**src/rtl/star_rr_arb.sv**
```systemverilog
// star_rr_arb: round-robin arbiter merging N_IN valid/ready streams onto one
// output stream through a 2-entry (main + skid) output buffer. Every ready
// driven upstream is registered, so there is no combinational path from
// odata_rdy back to idata_rdy.
// Optional feature macro: STAR_ARB_LOCK_EN -- when defined, a grant is held
// until the end of a packet (ilast); when undefined, arbitration is per beat.
module star_rr_arb #(
    parameter int N_IN       = 4,
    parameter int SEL_WIDTH  = 2,
    parameter int DATA_WIDTH = 8
) (
    input  logic                       clk,
    input  logic                       rst,
    input  logic [N_IN*DATA_WIDTH-1:0] idata,
    input  logic [N_IN-1:0]            idata_vld,
    output logic [N_IN-1:0]            idata_rdy,
    input  logic [N_IN-1:0]            ilast,
    output logic [DATA_WIDTH-1:0]      odata,
    output logic                       odata_vld,
    input  logic                       odata_rdy,
    output logic                       olast,
    output logic [SEL_WIDTH-1:0]       osel
);

    typedef enum logic [0:0] {
        ARB  = 1'b0,
        XFER = 1'b1
    } state_t;

    // First requesting stream found searching upward from last+1, wrapping.
    function automatic logic [SEL_WIDTH-1:0] rr_pick(
        input logic [N_IN-1:0]      vld,
        input logic [SEL_WIDTH-1:0] last
    );
        logic [SEL_WIDTH-1:0] pick;
        logic [N_IN-1:0]      shifted;
        logic                 found;
        logic                 hit;
        int                   idx;
        pick  = last;
        found = 1'b0;
        for (int i = 1; i <= N_IN; i++) begin
            idx     = (int'(last) + i) % N_IN;
            shifted = vld >> idx;
            hit     = ~found & shifted[0];
            pick    = hit ? SEL_WIDTH'(idx) : pick;
            found   = found | hit;
        end
        return pick;
    endfunction

    state_t                  state_r;
    state_t                  state_next_s;
    logic [SEL_WIDTH-1:0]    grant_r;
    logic [SEL_WIDTH-1:0]    grant_next_s;
    logic [SEL_WIDTH-1:0]    last_r;
    logic [SEL_WIDTH-1:0]    last_next_s;
    logic [SEL_WIDTH-1:0]    pick_s;

    logic                    skid_vld_r;
    logic                    skid_vld_next_s;
    logic [DATA_WIDTH-1:0]   skid_data_r;
    logic                    skid_last_r;
    logic [SEL_WIDTH-1:0]    skid_sel_r;

    logic                    xfer_s;
    logic                    push_s;
    logic                    pop_s;
    logic                    main_load_s;
    logic                    skid_load_s;
    logic [DATA_WIDTH-1:0]   beat_data_s;
    logic                    beat_last_s;
    logic [N_IN-1:0]         rdy_next_s;
    logic [N_IN-1:0]         grant_onehot_s;

    assign pick_s      = rr_pick(idata_vld, last_r);
    assign beat_data_s = idata[grant_r*DATA_WIDTH +: DATA_WIDTH];
    assign beat_last_s = ilast[grant_r];
    // Ready is only ever set for the granted stream, so the handshake needs
    // no extra qualification beyond the FSM being in XFER.
    assign xfer_s      = (state_r == XFER) & idata_vld[grant_r] & idata_rdy[grant_r];
    assign push_s      = xfer_s;
    assign pop_s       = odata_vld & odata_rdy;
    // A push can only happen with the skid empty (ready is the registered
    // negation of skid occupancy), so main takes the beat whenever it frees.
    assign main_load_s = push_s & (~odata_vld | pop_s);
    assign skid_load_s = push_s & odata_vld & ~pop_s;

    // Next-state, grant and round-robin pointer selection.
    always_comb begin
        state_next_s = state_r;
        grant_next_s = grant_r;
        last_next_s  = last_r;
        case (state_r)
            ARB: begin
                if (|idata_vld) begin
                    grant_next_s = pick_s;
                    last_next_s  = pick_s;
                    state_next_s = XFER;
                end else begin
                    state_next_s = ARB;
                end
            end
            XFER: begin
                if (xfer_s) begin
`ifdef STAR_ARB_LOCK_EN
                    state_next_s = beat_last_s ? ARB : XFER;
`else
                    state_next_s = ARB;
`endif
                end else begin
                    state_next_s = XFER;
                end
            end
            default: begin
                state_next_s = ARB;
            end
        endcase
    end

    // Next skid occupancy and the registered per-stream ready it implies.
    always_comb begin
        skid_vld_next_s = skid_vld_r;
        rdy_next_s      = {N_IN{1'b0}};
        grant_onehot_s  = {{(N_IN-1){1'b0}}, 1'b1} << grant_next_s;
        if (skid_load_s) begin
            skid_vld_next_s = 1'b1;
        end else if (pop_s) begin
            skid_vld_next_s = 1'b0;
        end else begin
            skid_vld_next_s = skid_vld_r;
        end
        if ((state_next_s == XFER) && !skid_vld_next_s) begin
            rdy_next_s = grant_onehot_s;
        end else begin
            rdy_next_s = {N_IN{1'b0}};
        end
    end

    // FSM, grant, round-robin pointer and ready registers.
    always_ff @(posedge clk or posedge rst) begin
        if (rst) begin
            state_r   <= ARB;
            grant_r   <= {SEL_WIDTH{1'b0}};
            last_r    <= SEL_WIDTH'(N_IN - 1);
            idata_rdy <= {N_IN{1'b0}};
        end else begin
            state_r   <= state_next_s;
            grant_r   <= grant_next_s;
            last_r    <= last_next_s;
            idata_rdy <= rdy_next_s;
        end
    end

    // Main output entry: loads a fresh beat, refills from skid, or empties.
    always_ff @(posedge clk or posedge rst) begin
        if (rst) begin
            odata_vld <= 1'b0;
            odata     <= {DATA_WIDTH{1'b0}};
            olast     <= 1'b0;
            osel      <= {SEL_WIDTH{1'b0}};
        end else if (main_load_s) begin
            odata_vld <= 1'b1;
            odata     <= beat_data_s;
            olast     <= beat_last_s;
            osel      <= grant_r;
        end else if (pop_s && skid_vld_r) begin
            odata_vld <= 1'b1;
            odata     <= skid_data_r;
            olast     <= skid_last_r;
            osel      <= skid_sel_r;
        end else if (pop_s) begin
            odata_vld <= 1'b0;
        end
    end

    // Skid entry: catches a beat that arrives while main is stalled.
    always_ff @(posedge clk or posedge rst) begin
        if (rst) begin
            skid_vld_r  <= 1'b0;
            skid_data_r <= {DATA_WIDTH{1'b0}};
            skid_last_r <= 1'b0;
            skid_sel_r  <= {SEL_WIDTH{1'b0}};
        end else begin
            skid_vld_r <= skid_vld_next_s;
            if (skid_load_s) begin
                skid_data_r <= beat_data_s;
                skid_last_r <= beat_last_s;
                skid_sel_r  <= grant_r;
            end
        end
    end

endmodule

```
**config.mk**
```make
export PLATFORM = sky130hd
export DESIGN_NAME = star_rr_arb
export DESIGN_NICKNAME = d
export VERILOG_FILES = /design/src/rtl/star_rr_arb.sv
export SDC_FILE = /design/constraint.sdc
export NUM_CORES = 1
export LEC_CHECK = 0
export CORE_AREA = 2 2 79 66
export CTS_CLUSTER_SIZE = 28
export DETAILED_ROUTE_END_ITERATION = 7
export DIE_AREA = 0 0 81 68
export PLACE_DENSITY = 0.76
export SYNTH_ARGS = -nofsm -noshare
export SYNTH_HDL_FRONTEND = slang
export SYNTH_SLANG_ARGS = --single-unit
```
**constraint.sdc**
```tcl
create_clock -name clk -period 4.95 [get_ports clk]
set_clock_uncertainty 0.05 [all_clocks]
set_input_delay 0.99 -clock clk [delete_from_list [all_inputs] [get_ports clk]]
set_output_delay 0.99 -clock clk [all_outputs]
set_load 0.005 [all_outputs]
```
### Word-level counts from Yosys, hierarchy flattened

Cells that the tools add are included.

| word-level totals | value |
|---|---|
| flip-flop bits (word level) | 33 |
| bits of input ports | 43 |
| output and inout port bits | 16 |
| logic and storage cells | 83 |

| cells by class | value |
|---|---|
| $add $sub $neg | 4 |
| magnitude comparators | 1 |
| shift operators | 6 |
| mux-type cells | 27 |
| bitwise gates (word level) | 22 |
| reduce and logical (&&, ||, !) cells | 11 |

Operators with widths:

| kind | count |
|---|---|
| >> shifter 4 x 32 -> 1 bit | 4 |
| variable part select 32 x 6 -> 8 bit | 1 |
| 2-to-1 mux 2 bit | 8 |
| 2-to-1 mux 8 bit | 2 |
| 2-to-1 mux 1 bit | 12 |
| AND 1 bit | 9 |
| OR reduction 2 bit | 4 |
| binary-select mux 1 bit (select 2 bit) | 3 |
| inverter 1 bit | 6 |
| adder 2 x 1 -> 2 bit, second input constant | 2 |
| adder 2 bit, second input constant | 2 |
| AND 1 bit, first input constant | 4 |
| 2-to-1 mux 4 bit | 1 |
| OR reduction 4 bit | 1 |
| left shift 1 x 2 -> 4 bit, first input constant | 1 |
| less-than comparator 2 x 3 -> 1 bit, second input constant | 1 |
| bitwise OR 1 bit | 3 |
| nonzero test 3 bit | 1 |
| logical AND 1 bit | 2 |
| one-hot mux 1 bit (2 select lines) | 1 |
| AND reduction 2 bit | 1 |
| nonzero test 2 bit | 1 |
| zero test 1 bit | 1 |

### Depth between registers and ports, before layout

Gate-level depths: netlist (run 1).

| logic depth | value |
|---|---|
| word-level depth | 17 |
| mapped depth | 5 |
| mapped depth without buffers | 5 |

### Worst setup path after synthesis (run 1)

No wires, ideal clock.

| timing | value |
|---|---|
| path kind | input-to-reg |
| start | input idata_vld[3] |
| end | register skid_data_r[0] |
| library setup time | 125 ps |
| arrival | 2261 ps |
| required time | 4775 ps |
| setup slack | 2514 ps |
| stages on the path | 5 |
| buffers on the path | 1 |
| cells stage by stage | nand2_1 -> mux4_2 -> nor3b_4 -> buf_6 -> mux2_2 |

| between the ends | value |
|---|---|
| longest elaborated chain between the ends | 6 |

Ends and longest elaborated chain:

| what | RTL line | source |
|---|---|---|
| start: declaration | 15 | `input logic [N_IN-1:0] idata_vld,` |
| binary-select mux 1 bit (select 2 bit) | 81 | `assign xfer_s = (state_r == XFER) & idata_vld[grant_r] & idata_rdy[grant_r];` |
| 2-to-1 mux 1 bit (not written as such) | 81 |  |
| AND 1 bit (2 in series) | 81 |  |
| AND 1 bit (2 in series) | 87 | `assign skid_load_s = push_s & odata_vld & ~pop_s;` |
| end signal: assignment | 181 | `skid_data_r <= {DATA_WIDTH{1'b0}};` |
| end signal: assignment | 187 | `skid_data_r <= beat_data_s;` |
| end: declaration | 62 | `logic [DATA_WIDTH-1:0] skid_data_r;` |

No other way between the ends. The select of a mux whose other input is x is not followed.
A chain may end at the register's enable or synchronous reset.

### Worst setup path after layout (run 1)

| timing | value |
|---|---|
| start | input idata_vld[0] |
| end | register osel[0] |

| between the ends | value |
|---|---|
| longest elaborated chain between the ends | 6 |
| elaborated cells between the ends (all ways) | 7 |
| classes of those cells | mux (3); bitwise (3); reduce/logical (1) |

Ends and longest elaborated chain:

| what | RTL line | source |
|---|---|---|
| binary-select mux 1 bit (select 2 bit) * | 81 |  |
| 2-to-1 mux 1 bit (not written as such) * | 81 |  |
| AND 1 bit * (2 in series) | 81 |  |
| AND 1 bit * | 86 | `assign main_load_s = push_s & (~odata_vld \| pop_s);` |
| 2-to-1 mux 2 bit / nonzero test 2 bit (equally long branches) | -- |  |
| end signal: assignment | 161 | `osel <= {SEL_WIDTH{1'b0}};` |
| end signal: assignment | 166 | `osel <= grant_r;` |
| end signal: assignment | 171 | `osel <= skid_sel_r;` |
| end: declaration | 22 | `output logic [SEL_WIDTH-1:0] osel` |

Mark *: on every way between the ends. The rest lies on a longest branch, timed or not. The select of a mux whose other input is x is not followed.

==> impl_metrics.yaml, run 1 <==
synthesis:
  synthDistinctLibCells: 35
  synth_edf_count: 0
  synth_area_um2: 1804
  synthCells: 140
  ys.flop_type: "dfrtp_1"
  syn_nets: 183
  async_reset_ff_share_pct: 100.0
  synth_seq_cells: 33
  yosys.area.top_type_share_pct: 43.00
  yosys.area.top_type: "dfrtp_1"
  syn_avg_cell_area_um2: 12.89
  synth.yosys.warnings: 0
  ys_top_cells_by_area: "dfrtp_1, mux2_2, mux4_2"
  synth.yosys.seq_area_share_pct: 45.91
sta:
  fmax_ghz: 0.3125
  timing.hold.ws_ps: 462.0
  setup_viol: 0
  period_needed_ps: 3200
  final_hold_viol_count: 0
  relSlewSlack_pct: 40.01
  tightest_slew_ps: 895.0
  tns_ps: 0
  finalCritPeriodShare_pct: 64.64
  drv_slew: 0
  rsz0062_at_grt: "false"
setup_path:
  crit_path_start_kind: "primary input"
  slowest_delay_ps: 700
  crit_path_cell_trace: "clkdlybuf4s50_1 > nand2_1 > mux4_2 > nor3_2 > mux2_2"
  critPathMaxFanout: 11
  crit_slowest_cell: "nor3_2"
  arrival_ps: 3320
  cp.required_ps: 5070
  critPathCaptureType: "register"
  crit_type: "in2reg"
  reg2reg_depth: 3
cells_and_area:
  drive_gt1_share_pct: 28.36
  final_cell_mix: "clkdlybuf4s50_1, mux2_2, dfrtp_1"
  final_area_um2: 2551
  nets: 243
  fillCellCount: 434
  syn_to_final_growth_pct: 41.40
  diodes: 0
  final_common_cell: "clkdlybuf4s50_1"
  post-route-util_pct: 53.40
  layoutNonFillerInstCount: 263
global_routing:
  grt_pass1_wl_um: 6299
  first_global_vias: 1368
  antenna_found_initial: 0
  overflow: 0
  grt_max_degree: 34
  grt_use_total_pct: 15.70
power_and_ir_drop:
  leakage_uw: 0.001046
  vdd_drop_max_uv: 202.8
  powerDensity_nw_per_um2: 524.6
floorplanning:
  die_y_um: 68
  num_io_pins: 59
  core_um2: 4777
  start_util_pct: 37.77
  dieArea_um2: 5508
  rows: 23
  die_w_um: 81
job:
  max_cap_violations: 0
min_path:
  hold_path_depth: 1
  min_path_type: "reg2reg"
detailed_routing:
  via_per_inst: 5.015
  drc: 0
  postRouteAntennaNets: 0
  vias: 1319
  drt-initial-drc-count: 74
  first_pass_iters: 4
  totalWireLength_um: 3897
  routedWlPerCell_um: 14.82
placed_design:
  place_inst: 255
  gp_congestion: 0.7851
  numPortBuffers: 58
  placed_area_um2: 2435
  post-dp-hpwl_um: 2977
clocking:
  cts-root-buf: "clkbuf_8"
  cts_tree: "built"
  clkSlewWorstSetupHoldPaths_ps: 70
  cts.sinks: 33
  post_cts_resized: 0
  cts_setup_buffers: 0
  cts-buffers-inserted: 5
  cts_buffer_depth: 2
  htreeDepth: 2
  cts_hold_buf: 0
  clock_latency_ps: 290
status:
  outcome: "finished clean"
==> cells in the mapped netlist, drive strengths merged, types with 2 or more instances <==
library cell / number
nand2b: 4
or2b: 2
nor3: 2
inv: 5
o211ai: 3
mux4: 10
clkbuf: 3
nand2: 10
dfstp: 2
nor4: 2
nor2: 6
o21ai: 2
a21oi: 2
dfrtp: 31
buf: 3
a211oi: 2
nor2b: 3
mux2: 33
nand3: 2
==> routing by layer <==
layer  global-route usage, %  up-vias  wire (µm)
li1                        -      638          -
met1                   19.48      629       1666
met4                   8.898        0         91
met5                       0        -          0
met2                   25.31       44       1928
met3                   3.826        8        211
==> layout make-up <==
type                            instances  area (µm²)  share of cell area (%)
Multi-Input combinational cell         96       922.1                   36.15
Sequential cell                        33       828.3                   32.47
Timing Repair Buffer                   59       588.1                   23.05
Clock buffer                            7       86.33                   3.384
Tap cell                               62       77.57                   3.041
Clock inverter                          1       30.03                   1.177
Inverter                                5       18.77                  0.7357
==> registers in the layout (all words and copies together), names as in the netlist, 2 cells and up <==
register	count
osel	2
idata_rdy	4
skid_data_r	8
grant_r	2
skid_sel_r	2
last_r	2
odata	8
==> critical path: cells and delay by family <==
kind,cells,cell delay [ps]
mux,2,950
simple gates,2,770
buf+inv,1,600
==> cells by family (layout without fill, tap and decap cells) <==
group	after synthesis	count (layout)	share of synthesized area (%)
and+or+nand+nor	39	39	12.48
buffers and inverters	11	72	2.982
DFF	33	33	45.91
AOI/OAI and AO/OA	14	14	5.548
muxes	43	43	33.08
==> power breakdown <==
| part | internal [µW] | leakage (µW) | total (µW) | switching [µW] |
|---|---|---|---|---|
| sequential | 396 | 0.000408 | 510 | 115 |
| clock | 164 | 0.0000585 | 260 | 96.1 |
| combinational | 372 | 0.000580 | 568 | 196 |
| total | 932 | 0.00105 | 1340 | 407 |
==> worst paths after layout <==
path | endpoint | slack, ps | from
max | osel[0] | 1750 | idata_vld[0]
min | skid_data_r[3] | 460 | skid_data_r[3]
max reg2reg | osel[0] | 2300 | grant_r[1]
min reg2reg | skid_data_r[3] | 460 | skid_data_r[3]
max in group asynchronous | last_r[1] | 3490 | rst
min in group asynchronous | skid_data_r[1] | 1030 | rst
==> through the flow <==
stage / setup slack [ps] / power (µW)
3_3_place_gp: 1481 / 1072
2_1_floorplan: 2514 / 854.3
3_5_place_dp: 1466 / 1091
6_report: 1750 / 1338
4_1_cts: 1775 / 1354
5_1_grt: 1654 / 1430
No activity file was read; power rests on OpenSTA's default activity.
==> inputs of run 2 (changes only) <==
Settings changed: PLACE_DENSITY 0.76 to 0.78.
Clock period 4.95 ns to 2.6 ns, I/O delays scaled along.
==> run 2 against run 1 <==
Effect of this change:
- sequential power rose by 80%
- via count rose by 5.6%
- total power rose by 89%
- largest power group unchanged
- combinational power rose by 120%
- hold slack got worse by 0.78 ps
- clock power rose by 50%
- critical endpoint is now idata_rdy[3]
==> impl_metrics.yaml, run 2 (same netlist as run 1, synthesis figures left out) <==
clocking:
  clkSlewWorstSetupHoldPaths_ps: 60
  clock_latency_ps: 280
  cts.sinks: 33
  cts_setup_buffers: 0
  cts_buffer_depth: 2
  cts_hold_buf: 0
  cts-root-buf: "clkbuf_8"
  cts-buffers-inserted: 5
  cts_tree: "built"
  post_cts_resized: 0
  htreeDepth: 2
setup_path:
  cp.required_ps: 2710
  critPathCaptureType: "register"
  arrival_ps: 2390
  critPathMaxFanout: 7
  crit_type: "in2reg"
  crit_path_start_kind: "primary input"
detailed_routing:
  vias: 1393
  first_pass_iters: 4
  routedWlPerCell_um: 15.07
  via_per_inst: 5.065
  drc: 0
  drt-initial-drc-count: 82
  postRouteAntennaNets: 0
  totalWireLength_um: 4145
cells_and_area:
  fillCellCount: 392
  final_common_cell: "clkdlybuf4s50_1"
  diodes: 0
  syn_to_final_growth_pct: 45.63
  drive_gt1_share_pct: 31.92
  nets: 255
  final_cell_mix: "clkdlybuf4s50_1, mux2_2, dfrtp_1"
  seqCellArea_um2: 828.3
  layoutNonFillerInstCount: 275
  top_regs: "odata: 8 flops, skid_data_r: 8 flops, idata_rdy: 4 flops"
  multi_input_area_um2: 922.1
sta:
  relSlewSlack_pct: 71.58
  tightest_slew_ps: 426.3
  worst_slack_ps: 315.1
  period_needed_ps: 2285
  setup_viol: 0
  rsz0062_at_grt: "false"
  drv_slew: 0
  final_hold_viol_count: 0
  tns_ps: 0
  finalCritPeriodShare_pct: 87.88
  fmax_ghz: 0.4376
job:
  max_cap_violations: 0
floorplanning:
  die_y_um: 68
  rows: 23
  core_um2: 4777
  die_w_um: 81
  start_util_pct: 37.77
  dieArea_um2: 5508
  num_io_pins: 59
placed_design:
  numPortBuffers: 58
  place_inst: 267
  post-dp-hpwl_um: 3208
  dpl_worst_slack_ps: 21.18
  gp_congestion: 0.7957
global_routing:
  antenna_found_initial: 0
  overflow: 0
  grt_pass1_wl_um: 6513
  grt_use_total_pct: 16.60
  first_global_vias: 1357
  grt_max_degree: 34
power_and_ir_drop:
  vdd_drop_max_uv: 406.5
  power_uw: 2536
  powerDensity_nw_per_um2: 965.2
  leakage_uw: 0.001095
status:
  outcome: "finished clean"
min_path:
  min_path_type: "reg2reg"
==> run 2: cell types whose count changed in the layout (fill, tap and decap cells not counted), sizes merged <==
cell / before / now
bufinv: 1 / 0
buf: 1 / 13
clkbuf: 7 / 8
==> run 2: power breakdown <==
group	leakage, µW	internal [µW]	switching (µW)
sequential	0.000408	756	160
combinational	0.000642	761	470
clock	0.0000455	216	173
total	0.00110	1730	803
==> run 2: stage by stage <==
stage	util, %	hold slack [ps]	area (µm²)
global placement	53.12	441.5	2537
floorplan	-	426.6	1804
global route	55.00	473.0	2628
finish	55.00	461.2	2628
CTS	55.00	461.9	2628
detailed placement	53.12	444.3	2537
==> run 2: final cells by class <==
class	count	share of cell area, %
Multi-Input combinational cell	96	35.10
Timing Repair Buffer	71	26.29
Inverter	5	0.7143
Tap cell	62	2.952
Clock buffer	8	3.429
Sequential cell	33	31.52
==> run 2: path summary, 6_finish.rpt <==
check                                      end            from  slack (ps)  depth (start not counted)
worst min register to register  skid_data_r[4]  skid_data_r[4]         460                          1
worst max-delay path              idata_rdy[3]    idata_vld[0]         320                          7
max in group asynchronous            last_r[1]             rst        1570                          3
worst min-delay path            skid_data_r[4]  skid_data_r[4]         460                          1
min in group asynchronous         idata_rdy[0]             rst         590                          3
worst max register to register  skid_data_r[7]      grant_r[1]         720                          4
==> run 2: critical path, cell delays in order <==
cell             delay [ps]
clkdlybuf4s50_1         470
buf_4                   140
or3b_2                  440
o2111ai_1               130
a41oi_1                 230
inv_1                   160
nor4b_1                 300
==> run 2: per-layer routing <==
metal	vias up	part of all wire (%)	GRT usage, %
met3	4	4.7	5.673
met5	-	0	0
met2	40	49	26.14
met4	0	1.7	7.415
met1	685	44	20.86
li1	664	-	-
